File: config.mk
export PLATFORM = sky130hd
export DESIGN_NAME = mux2_arbiter
export DESIGN_NICKNAME = d
export VERILOG_FILES = /design/src/rtl/mux_arb_pkg.sv /design/src/rtl/mux2_arbiter_ymux2.sv /design/src/rtl/mux2_arbiter.sv
export SDC_FILE = /design/constraint.sdc
export NUM_CORES = 1
export LEC_CHECK = 0
export BUFFER_PORTS_ARGS = -buffer_cell sky130_fd_sc_hd__buf_2
export CAP_MARGIN = 20
export CORE_AREA = 2 2 39 41
export CTS_CLUSTER_DIAMETER = 50
export DETAILED_ROUTE_END_ITERATION = 6
export DIE_AREA = 0 0 41 43
export PLACE_DENSITY_LB_ADDON = 0.1
export SETUP_SLACK_MARGIN = 0.1
export SYNTH_ARGS = -nofsm -noshare
export SYNTH_HDL_FRONTEND = slang
export SYNTH_SLANG_ARGS = --single-unit
File: constraint.sdc
create_clock -name clk -period 3.5 [get_ports clk]
set_input_delay 0.525 -clock clk [delete_from_list [all_inputs] [get_ports clk]]
set_output_delay 0.525 -clock clk [all_outputs]
set_load 0.02 [all_outputs]
File: src/rtl/mux_arb_pkg.sv
// ---------------------------------------------------------------------------
// mux_arb_pkg
//   Shared types and constants for the two-requester round-robin mux arbiter.
//   state_t   : arbiter ownership state (IDLE, OWN0, OWN1)
//   SEL_REQ0/1: mux select values that route requester 0 / 1 to the output
//   CNT_W     : width of the per-grant burst counter
// ---------------------------------------------------------------------------
package mux_arb_pkg;

    typedef enum logic [1:0] {
        IDLE = 2'd0,
        OWN0 = 2'd1,
        OWN1 = 2'd2
    } state_t;

    localparam logic SEL_REQ0 = 1'b0;
    localparam logic SEL_REQ1 = 1'b1;

    localparam int unsigned CNT_W = 4;

endpackage

File: src/rtl/mux2_arbiter_ymux2.sv
// ---------------------------------------------------------------------------
// yMux2
//   Plain 2:1 datapath multiplexer shared by the two requesters.
//   Ports:
//     a  in  WIDTH  input selected when c = 0
//     b  in  WIDTH  input selected when c = 1
//     c  in  1      select
//     z  out WIDTH  c ? b : a
// ---------------------------------------------------------------------------
module yMux2 #(
    parameter int unsigned WIDTH = 2
) (
    input  logic [WIDTH-1:0] a,
    input  logic [WIDTH-1:0] b,
    input  logic             c,
    output logic [WIDTH-1:0] z
);

    assign z = c ? b : a;

endmodule

File: src/rtl/mux2_arbiter.sv
// ---------------------------------------------------------------------------
// mux2_arbiter
//   Round-robin controller that owns the select line of a shared 2:1 data mux
//   (yMux2). One requester is granted at a time and its words are forwarded
//   over a valid/ready link. Each grant is limited to MAX_BURST transfers when
//   the other requester is waiting.
//
//   Parameters:
//     WIDTH      data width of each requester and of out_data
//     MAX_BURST  transfers per grant before forced hand-over (1..15)
//
//   Ports:
//     clk        in   1      clock, rising edge
//     rst_n      in   1      asynchronous active-low reset
//     req0/1     in   1      requester has a word (held until its ack)
//     data0/1    in   WIDTH  requester data
//     ack0/1     out  1      requester word accepted this cycle
//     out_data   out  WIDTH  sel ? data1 : data0 (combinational)
//     out_valid  out  1      owner's req while granted
//     out_ready  in   1      consumer accepts when out_valid & out_ready
//     gnt        out  2      one-hot owner, 00 when idle
//     sel        out  1      mux select (1 = requester 1)
//     lock0/1    in   1      only with MUX_ARB_LOCK_EN: owner keeps the grant
//                            past MAX_BURST while its lock is high
//
//   Build option: define MUX_ARB_LOCK_EN to add the lock0/lock1 inputs.
// ---------------------------------------------------------------------------
module mux2_arbiter
    import mux_arb_pkg::*;
#(
    parameter int unsigned WIDTH     = 2,
    parameter int unsigned MAX_BURST = 4
) (
    input  logic             clk,
    input  logic             rst_n,
    input  logic             req0,
    input  logic [WIDTH-1:0] data0,
    output logic             ack0,
    input  logic             req1,
    input  logic [WIDTH-1:0] data1,
    output logic             ack1,
`ifdef MUX_ARB_LOCK_EN
    input  logic             lock0,
    input  logic             lock1,
`endif
    output logic [WIDTH-1:0] out_data,
    output logic             out_valid,
    input  logic             out_ready,
    output logic [1:0]       gnt,
    output logic             sel
);

    localparam logic [CNT_W-1:0] BURST_MAX  = CNT_W'(MAX_BURST);
    localparam logic [CNT_W-1:0] BURST_LAST = CNT_W'(MAX_BURST - 1);

    state_t           state;
    state_t           state_nxt;
    state_t           other_state;
    logic             last;
    logic             last_nxt;
    logic [CNT_W-1:0] cnt;
    logic [CNT_W-1:0] cnt_nxt;

    logic owner1;
    logic own_req;
    logic other_req;
    logic own_lock;
    logic lock0_eff;
    logic lock1_eff;
    logic transfer;

`ifdef MUX_ARB_LOCK_EN
    assign lock0_eff = lock0;
    assign lock1_eff = lock1;
`else
    assign lock0_eff = 1'b0;
    assign lock1_eff = 1'b0;
`endif

    // Owner-relative views so OWN0 and OWN1 share one set of next-state rules.
    assign owner1      = (state == OWN1);
    assign own_req     = owner1 ? req1 : req0;
    assign other_req   = owner1 ? req0 : req1;
    assign own_lock    = owner1 ? lock1_eff : lock0_eff;
    assign other_state = owner1 ? OWN0 : OWN1;
    assign transfer    = ack0 | ack1;

    // State register
    always_ff @(posedge clk or negedge rst_n) begin
        if (!rst_n) begin
            state <= IDLE;
            last  <= 1'b1;
            cnt   <= '0;
        end else begin
            state <= state_nxt;
            last  <= last_nxt;
            cnt   <= cnt_nxt;
        end
    end

    // Next-state logic
    always_comb begin
        state_nxt = state;
        last_nxt  = last;
        cnt_nxt   = cnt;
        case (state)
            IDLE: begin
                cnt_nxt = '0;
                if (req0 && req1) begin
                    state_nxt = last ? OWN0 : OWN1;
                end else if (req0) begin
                    state_nxt = OWN0;
                end else if (req1) begin
                    state_nxt = OWN1;
                end
            end
            OWN0, OWN1: begin
                if (!own_req) begin
                    state_nxt = other_req ? other_state : IDLE;
                    last_nxt  = owner1;
                    cnt_nxt   = '0;
                end else if (transfer) begin
                    // cnt >= BURST_LAST also catches a counter that saturated
                    // at BURST_MAX under lock once the lock is released.
                    if ((cnt >= BURST_LAST) && !own_lock) begin
                        cnt_nxt = '0;
                        if (other_req) begin
                            state_nxt = other_state;
                            last_nxt  = owner1;
                        end
                    end else if (cnt != BURST_MAX) begin
                        cnt_nxt = cnt + CNT_W'(1);
                    end
                end
            end
            default: begin
                state_nxt = IDLE;
                cnt_nxt   = '0;
            end
        endcase
    end

    // Output logic
    always_comb begin
        gnt       = '0;
        sel       = SEL_REQ0;
        out_valid = 1'b0;
        ack0      = 1'b0;
        ack1      = 1'b0;
        case (state)
            OWN0: begin
                gnt       = 2'b01;
                sel       = SEL_REQ0;
                out_valid = req0;
                ack0      = req0 & out_ready;
            end
            OWN1: begin
                gnt       = 2'b10;
                sel       = SEL_REQ1;
                out_valid = req1;
                ack1      = req1 & out_ready;
            end
            default: ;
        endcase
    end

    yMux2 #(
        .WIDTH(WIDTH)
    ) u_mux (
        .a(data0),
        .b(data1),
        .c(sel),
        .z(out_data)
    );

endmodule
# After elaboration in Yosys (flattened, before gate mapping)
# Cells that the tools add are included.
op_classes:
  add_sub_neg: 1
  order_cmp: 1
  eq_ne: 11
  mux: 28
  bitwise_logic: 3
  reduce_logical: 6
ops:
  columns: ["cell", "count"]
  rows:
  - ["$mux W2", 11]
  - ["$mux W4", 5]
  - ["$mux W1", 9]
  - ["$ne A3 B3 Y1 const B", 3]
  - ["$ne A4 B4 Y1 const B", 2]
  - ["$pmux W2 S2", 2]
  - ["$reduce_and A4 Y1", 2]
  - ["$ne A2 B1 Y1 const B", 3]
  - ["$add A4 B1 Y4 const B", 1]
  - ["$ge A4 B2 Y1 const B", 1]
  - ["$ne A4 B3 Y1 const B", 1]
  - ["$and A1 B1 Y1", 2]
  - ["$eq A2 B1 Y1 const B", 1]
  - ["$eq A2 B2 Y1 const B", 1]
  - ["$logic_not A2 Y1", 1]
  - ["$pmux W1 S2", 1]
  - ["$reduce_and A2 Y1", 1]
  - ["$reduce_or A2 Y1", 1]
  - ["$logic_and A1 B1 Y1", 1]
  - ["$or A1 B1 Y1", 1]
word_totals:
  regBits: 7
  inputBits: 9
  out_inout_bits: 8

# Longest topological paths before layout
# Gate-level depths: netlist of run 1.
depth:
  depth_word: 7
  depth_mapped: 7

# Hierarchy
# A second synthesis of run 1 with hierarchy kept.
unflattened:
  hier_cells: 60
  hier_area_um2: 606.8
modules_own_cells:
  columns: ["module", "n_inst", "cells_per_inst", "area_each_um2", "seq_area_each_um2"]
  rows:
  - ["mux2_arbiter", 1, 58, 584.3, 176.4]
  - ["yMux2", 1, 2, 22.5, 0.0]

# Worst setup path before layout of run 1
# OpenSTA, ideal clock, no wires.
synth_timing:
  path_type: "reg-to-reg"
  from: "register state[0]"
  to: "register state[1]"
  setup_ns: 0.125
  arrival_time_ns: 1.911
  required_ns: 3.375
  slack_ns: 1.464
  stages_incl_launch_ff: 8
  path_buffers: 1
  period_less_slack_ns: 2.036
  cell_sequence: "dfrtp_1 -> inv_1 -> ha_1 -> buf_4 -> or4b_4 -> o211ai_2 -> a211oi_2 -> mux2_4"
synth_between:
  elab_chain_len: 7
  word_cells_on_any_way: 21
synth_lines:
  columns: ["element", "line", "text"]
  rows:
  - ["from (decl)", "mux2_arbiter.sv:56", "state_t state;"]
  - ["from (signal assigned)", "mux2_arbiter.sv:95", "state <= state_nxt;"]
  - ["$eq A2 B2 Y1", "mux2_arbiter.sv:81, mux2_arbiter.sv:106, mux2_arbiter.sv:150", null]
  - ["$mux W2", "mux2_arbiter.sv:85", "assign other_state = owner1 ? OWN0 : OWN1;"]
  - ["$mux W2", "mux2_arbiter.sv:127", "if (other_req) begin"]
  - ["$mux W2", "mux2_arbiter.sv:125", "if ((cnt >= BURST_LAST) && !own_lock) begin"]
  - ["$mux W2", "mux2_arbiter.sv:122", "end else if (transfer) begin"]
  - ["$mux W2", "mux2_arbiter.sv:118", "if (!own_req) begin"]
  - ["$pmux W2 S2", "mux2_arbiter.sv:106", "case (state)"]
# Several ways; a longest one is shown, not always the timed one. The select of a mux whose other input is x is not followed.
# A chain may end at the register's enable or synchronous reset.

# Worst setup path in the final report of run 1
layout_timing:
  from: "register state[0]"
  to: "output port out_data[1]"
layout_between:
  elab_chain_len: 3
layout_lines:
  columns: ["element", "line", "text"]
  rows:
  - ["$eq A2 B2 Y1", "mux2_arbiter.sv:150", "case (state)"]
  - ["$mux W1", "mux2_arbiter.sv:150", null]
  - ["$mux W2", "mux2_arbiter_ymux2.sv:19", "assign z = c ? b : a;"]
  - ["to (decl)", "mux2_arbiter.sv:46", "output logic [WIDTH-1:0] out_data,"]
# Every way passes these cells.

==> reports/results.txt, run 1 <==
The run finished with clean final reports. The full die area is 1760 sq um, and the clock transition at the registers of the reported paths is 0.05 ns. Detailed placement ended at an HPWL of 879 um. Among cell families on the critical path, the largest total delay comes from adder cells.

The overall power of the completed layout is 0.000554 W. The library cell used most frequently in the layout, excluding fill and tap cells, is buf_2. The final layout contains 96 nets.

The synthesized design spends more area on one cell type than any other, namely dfrtp_1. On the critical path, the stage with the largest delay is an instance of ha_1. Once placement completed, the tool counted placed cells totaling 91. The number of max-slew violations in the final report was 0.

For the number of H-tree branching levels, the log shows 1. After synthesis, the cell types taking the most area are dfrtp_1, ha_1, mux2_2. Measured along the x axis, the die boundary spans 41 um.

Average detailed-routed wire length per instance: 11.7 um. The ratio of total power to cell area works out to 781 nW/um^2. Setup total negative slack on the finished layout was measured at 0 ns. In this run the vertical extent of the chip is 43 um. The via total after detailed routing is 491, and the post-synthesis sequential area ratio is 28.4%. The tools report the total of cells resized after clock tree synthesis as 0. The path type of the worst setup path is reg2out. 17 I/O pins were placed. After clock tree synthesis, the setup repair step added 0 buffers. The logs give 70.4% for the worst slew slack as a fraction of its limit and 1110 um for the routed wire length. The maximum fanout count along the critical path is 11, and the number of register bits inferred by synthesis is 7. After floorplanning, the core was sized to cover 1380 sq um.

At the pin with the least slew margin, the transition time is 0.441 ns. The routed design could run at a clock period as short as 2.21 ns. The run gives 438 as the via count of the first global-routing pass. STA classifies the critical path startpoint as a flop. The floorplan has 14 rows. The synthesis-to-layout area growth is 14.3%.

The tool flagged a number of max-cap violations equal to 0. The first global-routing pass estimated 1790 um of wire. Leaving out fill and tap cells, the most frequent cells in the layout are buf_2, inv_1, ha_1. The initial antenna violation count was 0. Entering global routing, the biggest net connects 12 pins.

The number of detailed-routing iterations run before antenna repair is 4. Setup violations remaining at the end of the flow were counted as 0. The clock passes through at most 2 buffers. Data on the critical path is required at its endpoint by 2.97 ns. Port buffering added 16 buffers. The detailed router finished its first iteration with 9 violations. The tools report the number of remaining DRC errors as 0.

The run gives 0 as the final hold violation count. Yosys printed 0 warnings. The number of nets still failing antenna checks after routing was 0; the final RePlAce weighted congestion was 0.775.

The routed via count divided by cell count was 5.17; the global route total overflow was 0. Clock tree synthesis selected as its root buffer the cell clkbuf_4. Counting every net in the synthesized netlist gives 79. The path class of the tightest hold or removal check is in2async. The tightest hold path in the finished design has a slack of 0.0886 ns.

The signal on the critical path passes through inv_1 > ha_1 > mux2_2 > buf_2. In this design, the stage delay of the slowest critical-path cell is 0.40 ns. TritonCTS built the clock tree. Setup repair after global routing left no endpoint under its margin. The later pin in the worst-skew pair is clocked with a latency of 0.25 ns. Averaged over all synthesized cells, the footprint is 9.85 sq um. Global routing used 14.4% of the available tracks. For the arrival time at the worst endpoint, the log shows 1.69 ns.

For the effective utilization at floorplan, the log shows 44.8%. The tree built by TritonCTS fans out to 7 sinks. The tools report the synthesized cell area as 621 sq um. The share of layout cells above drive strength 1 works out to 38.0%. The run gives 32 as the distinct cell type count after synthesis. Counting both buffers and inverters, the worst setup path holds a total of 2. TritonCTS created 3 clock buffers. The share of Yosys cell area claimed by the top area cell type is 24.2%.

In this run, post-CTS hold repair placed 0 buffers. Final standard cell count with taps included and fillers excluded: 95. Static timing analysis puts the maximum clock frequency at 452 MHz.

Across the routed clock network, the largest skew measured is 0.00858 ns. Leakage power: 0.360 nW. For this run, the share of the core covered by cells in the final layout is 51.3%.

The worst setup path is captured at an output pin. The number of antenna diodes is 0, and the largest vdd supply drop is 350 uV. The ratio of final minimum period to clock period was 63.2%. For the synthesized instance count, the log shows 63.
[synth_stat cells, drive strengths merged]
master	number
nand2	3
and2b	1
nand2b	1
nor3	2
inv	7
mux2i	2
buf	4
o32ai	1
nand4b	1
or4b	2
and3	2
or3	1
o211ai	1
a211oi	2
a22o	1
a22oi	1
o21ai	2
and2	2
or4	1
a21oi	5
nor2b	2
dfstp	1
mux2	4
nor2	1
ha	7
dfrtp	6
[cell type report]
type | count | area [sq um]
Multi-Input combinational cell | 45 | 380
Timing Repair Buffer | 16 | 80.1
Clock buffer | 4 | 26.3
Tap cell | 16 | 20.0
Sequential cell | 7 | 176
Fill cell | 132 | 674
Inverter | 7 | 26.3
[cells by family after synthesis]
kind of cell | share of synthesized area [%]
and+or+nand+nor | 19.8
AOI/OAI and AO/OA | 15.7
buffers and inverters | 10.3
adders and majority gates | 14.1
DFF | 28.4
muxes | 11.7
[through the flow]
| step | setup WS (ns) | area (sq um) |
|---|---|---|
| after floorplan | 1.46 | 621 |
| after global placement | 1.36 | 683 |
| after detailed placement | 1.39 | 683 |
| after CTS | 1.27 | 709 |
| after global routing | 1.18 | 709 |
| final | 1.29 | 709 |
[final timing paths]
kind,start,depth (start not counted),endpoint,slack [ns]
hold reg to reg,cnt[3],1,cnt[3],0.48
setup reg to reg,state[0],6,state[1],1.38
setup / recovery,state[0],4,out_data[1],1.29
max in group asynchronous,rst_n,1,last,3.18
min in group clk,cnt[3],1,cnt[3],0.48
hold / removal,rst_n,1,cnt[2],0.09
[power breakdown]
part / total (W) / internal (W) / switching (W) / leakage (nW)
Combinational: 0.000357 / 0.000157 / 0.000200 / 0.254
Sequential: 0.000125 / 0.000106 / 0.0000192 / 0.0909
Clock: 0.0000714 / 0.0000434 / 0.0000280 / 0.0150
Total: 0.000554 / 0.000307 / 0.000247 / 0.360
[routing by layer]
layer  vias up  global-route usage (%)  routed length, um
met1       230                    21.7                532
li1        251                       -                  -
met3         0                    4.71                 45
met5         -                       0                  0
met4         0                    2.00                  0
met2        10                    20.3                529
[registers in the layout, summed over array words and instances (netlist names)]
name,count
cnt,4
state,2
last,1
(Power assumes the default switching activity.)
==> run 2: changes to the inputs <==
clock period = 2.19 ns   (was 3.5 ns; I/O delays follow)
==> run 2 against run 1 <==
Largest cell class unchanged. Final cell count up 4.2%. Largest power group unchanged. Utilization rose by 3.2 points. Clock power rose by 60%. Setup slack got worse by 1.1 ns. Total power rose by 71%.
==> reports/results.txt, run 2 (synthesis results as in run 1) <==
The post-layout instance area was 753 sq um (+6.2%); the worst slew slack as a fraction of its limit was 82.4% (+12 points). STA classifies the critical path startpoint as a flop. The number of H-tree branching levels was 1 (unchanged). In the layout the commonest cells are buf_2, inv_1, ha_1, dfrtp_1, a21oi_1. In the final layout, the registers with the most flip-flops are cnt (4), state (2), last (1). The run gives 0 (unchanged) as the number of remaining DRC errors. The global route total overflow is 0 (unchanged). The run gives 912 um (+3.7%) as the half-perimeter wire length after placement.

Clock net sink count: 7 (unchanged). The logs give 0.190 ns (-1.10 ns) for the worst setup margin and 11 (-1) for the maximum number of pins on one net before global-route repair. The run gives 1380 sq um (unchanged) as the placeable core area. For the number of rows created at floorplan, the log shows 14 (unchanged).

The tools report the worst clock skew as 0.000277 ns (-0.00830 ns). Number of nets still failing antenna checks after routing: 0 (unchanged). The share of layout cells above drive strength 1 was 41.0% (+3.0 points). The ratio of final minimum period to clock period came out at 91.3%. The tools report the number of antenna diodes as 0 (unchanged). The tools report the via total after detailed routing as 502 (+2.2%). The run gives 0.445 ns (+0.356 ns) as the worst hold slack across all endpoints.

The leakage power was 0.379 nW (+5.2%). The maximum fanout count along the critical path works out to 5 (-6). The tools report the number of instances in the placed design as 94 (+3.3%).

For the number of fillers in the final layout, the log shows 134 (+1.5%). In this run the worst hold path is classified as in2reg. The ratio of total power to cell area works out to 1260 nW/um^2 (+61%).

The summed negative setup slack over all endpoints is 0 ns (unchanged). The maximum buffer depth of the clock tree was 2 (unchanged). Leaving out fill and tap cells, the most frequent cell in the layout is buf_2.

The full die area was 1760 sq um (unchanged); the shortest clock period the worst path allows after layout was 2.00 ns. Static timing analysis puts the maximum clock frequency at 500 MHz. Ranked by flip-flop count, first place goes to cnt.

The logs give 1760 um (-1.6%) for the global-route wire length before repair and 2.13 ns (+0.44 ns) for the arrival time at the worst endpoint. The number of flip-flops in the largest register came out at 4 (unchanged). The number of detailed-routing iterations run before antenna repair is 4 (unchanged). The clock latency reported for the late side of the worst-skew pair is 0.24 ns (about the same), and the clock transition at the registers of the reported paths is 0.05 ns (about the same). Routed via count divided by cell count: 5.07 (-1.9%). Setup repair after global routing could not meet its margin everywhere. The tools report the initial antenna violation count as 0 (unchanged). STA classifies the critical path endpoint as a flop. The logs give 1160 um (+4.9%) for the routed wire length and 17 (unchanged) for the top-level I/O count. The final hold violation count was 0 (unchanged); the average detailed-routed wire length per instance was 11.7 um (+0.64%). The cell sitting at the root of the clock tree is a clkbuf_4. The number of buffers created by CTS was 3 (unchanged); the placement-stage cell area was 706 sq um (+3.3%). The placement-stage worst setup slack came out at 0.199 ns (-1.19 ns). The via count of the first global-routing pass came out at 451 (+3.0%). The count of input and output buffers works out to 16 (unchanged). The run finished with clean final reports. The tools report the final RePlAce weighted congestion as 0.707 (-8.9%).

The synthesis-to-layout area growth works out to 21.4%. The run gives 6 (-3) as the violation count after the first detailed-route iteration. The required time of the critical path was 2.32 ns (-0.65 ns); the final standard cell count with taps included and fillers excluded was 99 (+4.2%).

The run gives 0 (unchanged) as the number of max-slew violations in the final report. The slew at the pin with the worst max-slew slack works out to 0.263 ns (-0.178 ns). TritonCTS built the clock tree. The width of the die was 41 um (unchanged); the max-cap violation count was 0 (unchanged). The global-route usage over all layers came out at 14.6% (+0.17 points). The height of the chip was 43 um (unchanged). The number of nets in the finished design is 100 (+4.2%), and the largest vdd supply drop is 533 uV (+52%). The final setup violation count is 0 (unchanged).

The path type of the worst setup path was reg2reg. For the effective utilization at floorplan, the log shows 44.8% (unchanged). The tools report the post-CTS setup repair buffer count as 0 (unchanged).
run 2: cell types whose count changed in the layout (fill, tap and decap cells not counted), sizes merged:
cell,delta
buf,+3
dlygate4sd3,+1
run 2: cell type report:
| class | count | area (sq um) | area share [%] |
|---|---|---|---|
| Tap cell | 16 | 20.0 | 2.66 |
| Clock buffer | 4 | 26.3 | 3.49 |
| Multi-Input combinational cell | 45 | 392 | 52.0 |
| Inverter | 7 | 26.3 | 3.49 |
| Timing Repair Buffer | 20 | 113 | 15.0 |
| Sequential cell | 7 | 176 | 23.4 |
run 2: critical path: stages, from the launching register on:
cell	delay [ns]
dfrtp_1	0.37
inv_1	0.10
ha_1	0.26
buf_4	0.17
or4b_4	0.48
o211ai_2	0.09
a211oi_2	0.12
mux2_4	0.30
run 2: what timing repair did:
action	CTS	global route
endpoints found under the setup margin	0	3
hold buffers	1	0
gates resized for setup	0	2
hold endpoints to repair	6	0
run 2: final timing paths:
| kind | startpoint | to | slack, ns | cells past startpoint |
|---|---|---|---|---|
| hold reg to reg | cnt[3] | cnt[3] | 0.48 | 1 |
| setup / recovery | state[0] | state[1] | 0.19 | 7 |
| setup reg to reg | state[0] | state[1] | 0.19 | 7 |
| max in group asynchronous | rst_n | last | 1.51 | 2 |
| min in group asynchronous | rst_n | cnt[2] | 0.45 | 2 |
| hold / removal | out_ready | cnt[1] | 0.44 | 4 |
run 2: layer usage:
layer / up-vias / GRT usage [%] / wire [um]
met2: 13 / 22.8 / 574
met1: 230 / 18.5 / 550
li1: 259 / - / -
met5: - / 0 / 0
met3: 0 / 4.71 / 38
met4: 0 / 4.00 / 0
run 2: through the flow:
stage          utilization, %  total power, W
2_1_floorplan               -        0.000677
3_3_place_gp             51.0        0.000818
3_5_place_dp             51.0        0.000818
4_1_cts                  53.6        0.000939
5_1_grt                  54.4         0.00102
6_report                 54.4        0.000946
run 2: report_power, final:
group | total (W) | internal [W] | switching (W)
combinational | 0.000632 | 0.000298 | 0.000334
clock | 0.000114 | 0.0000694 | 0.0000448
sequential | 0.000199 | 0.000170 | 0.0000294
total | 0.000946 | 0.000537 | 0.000409
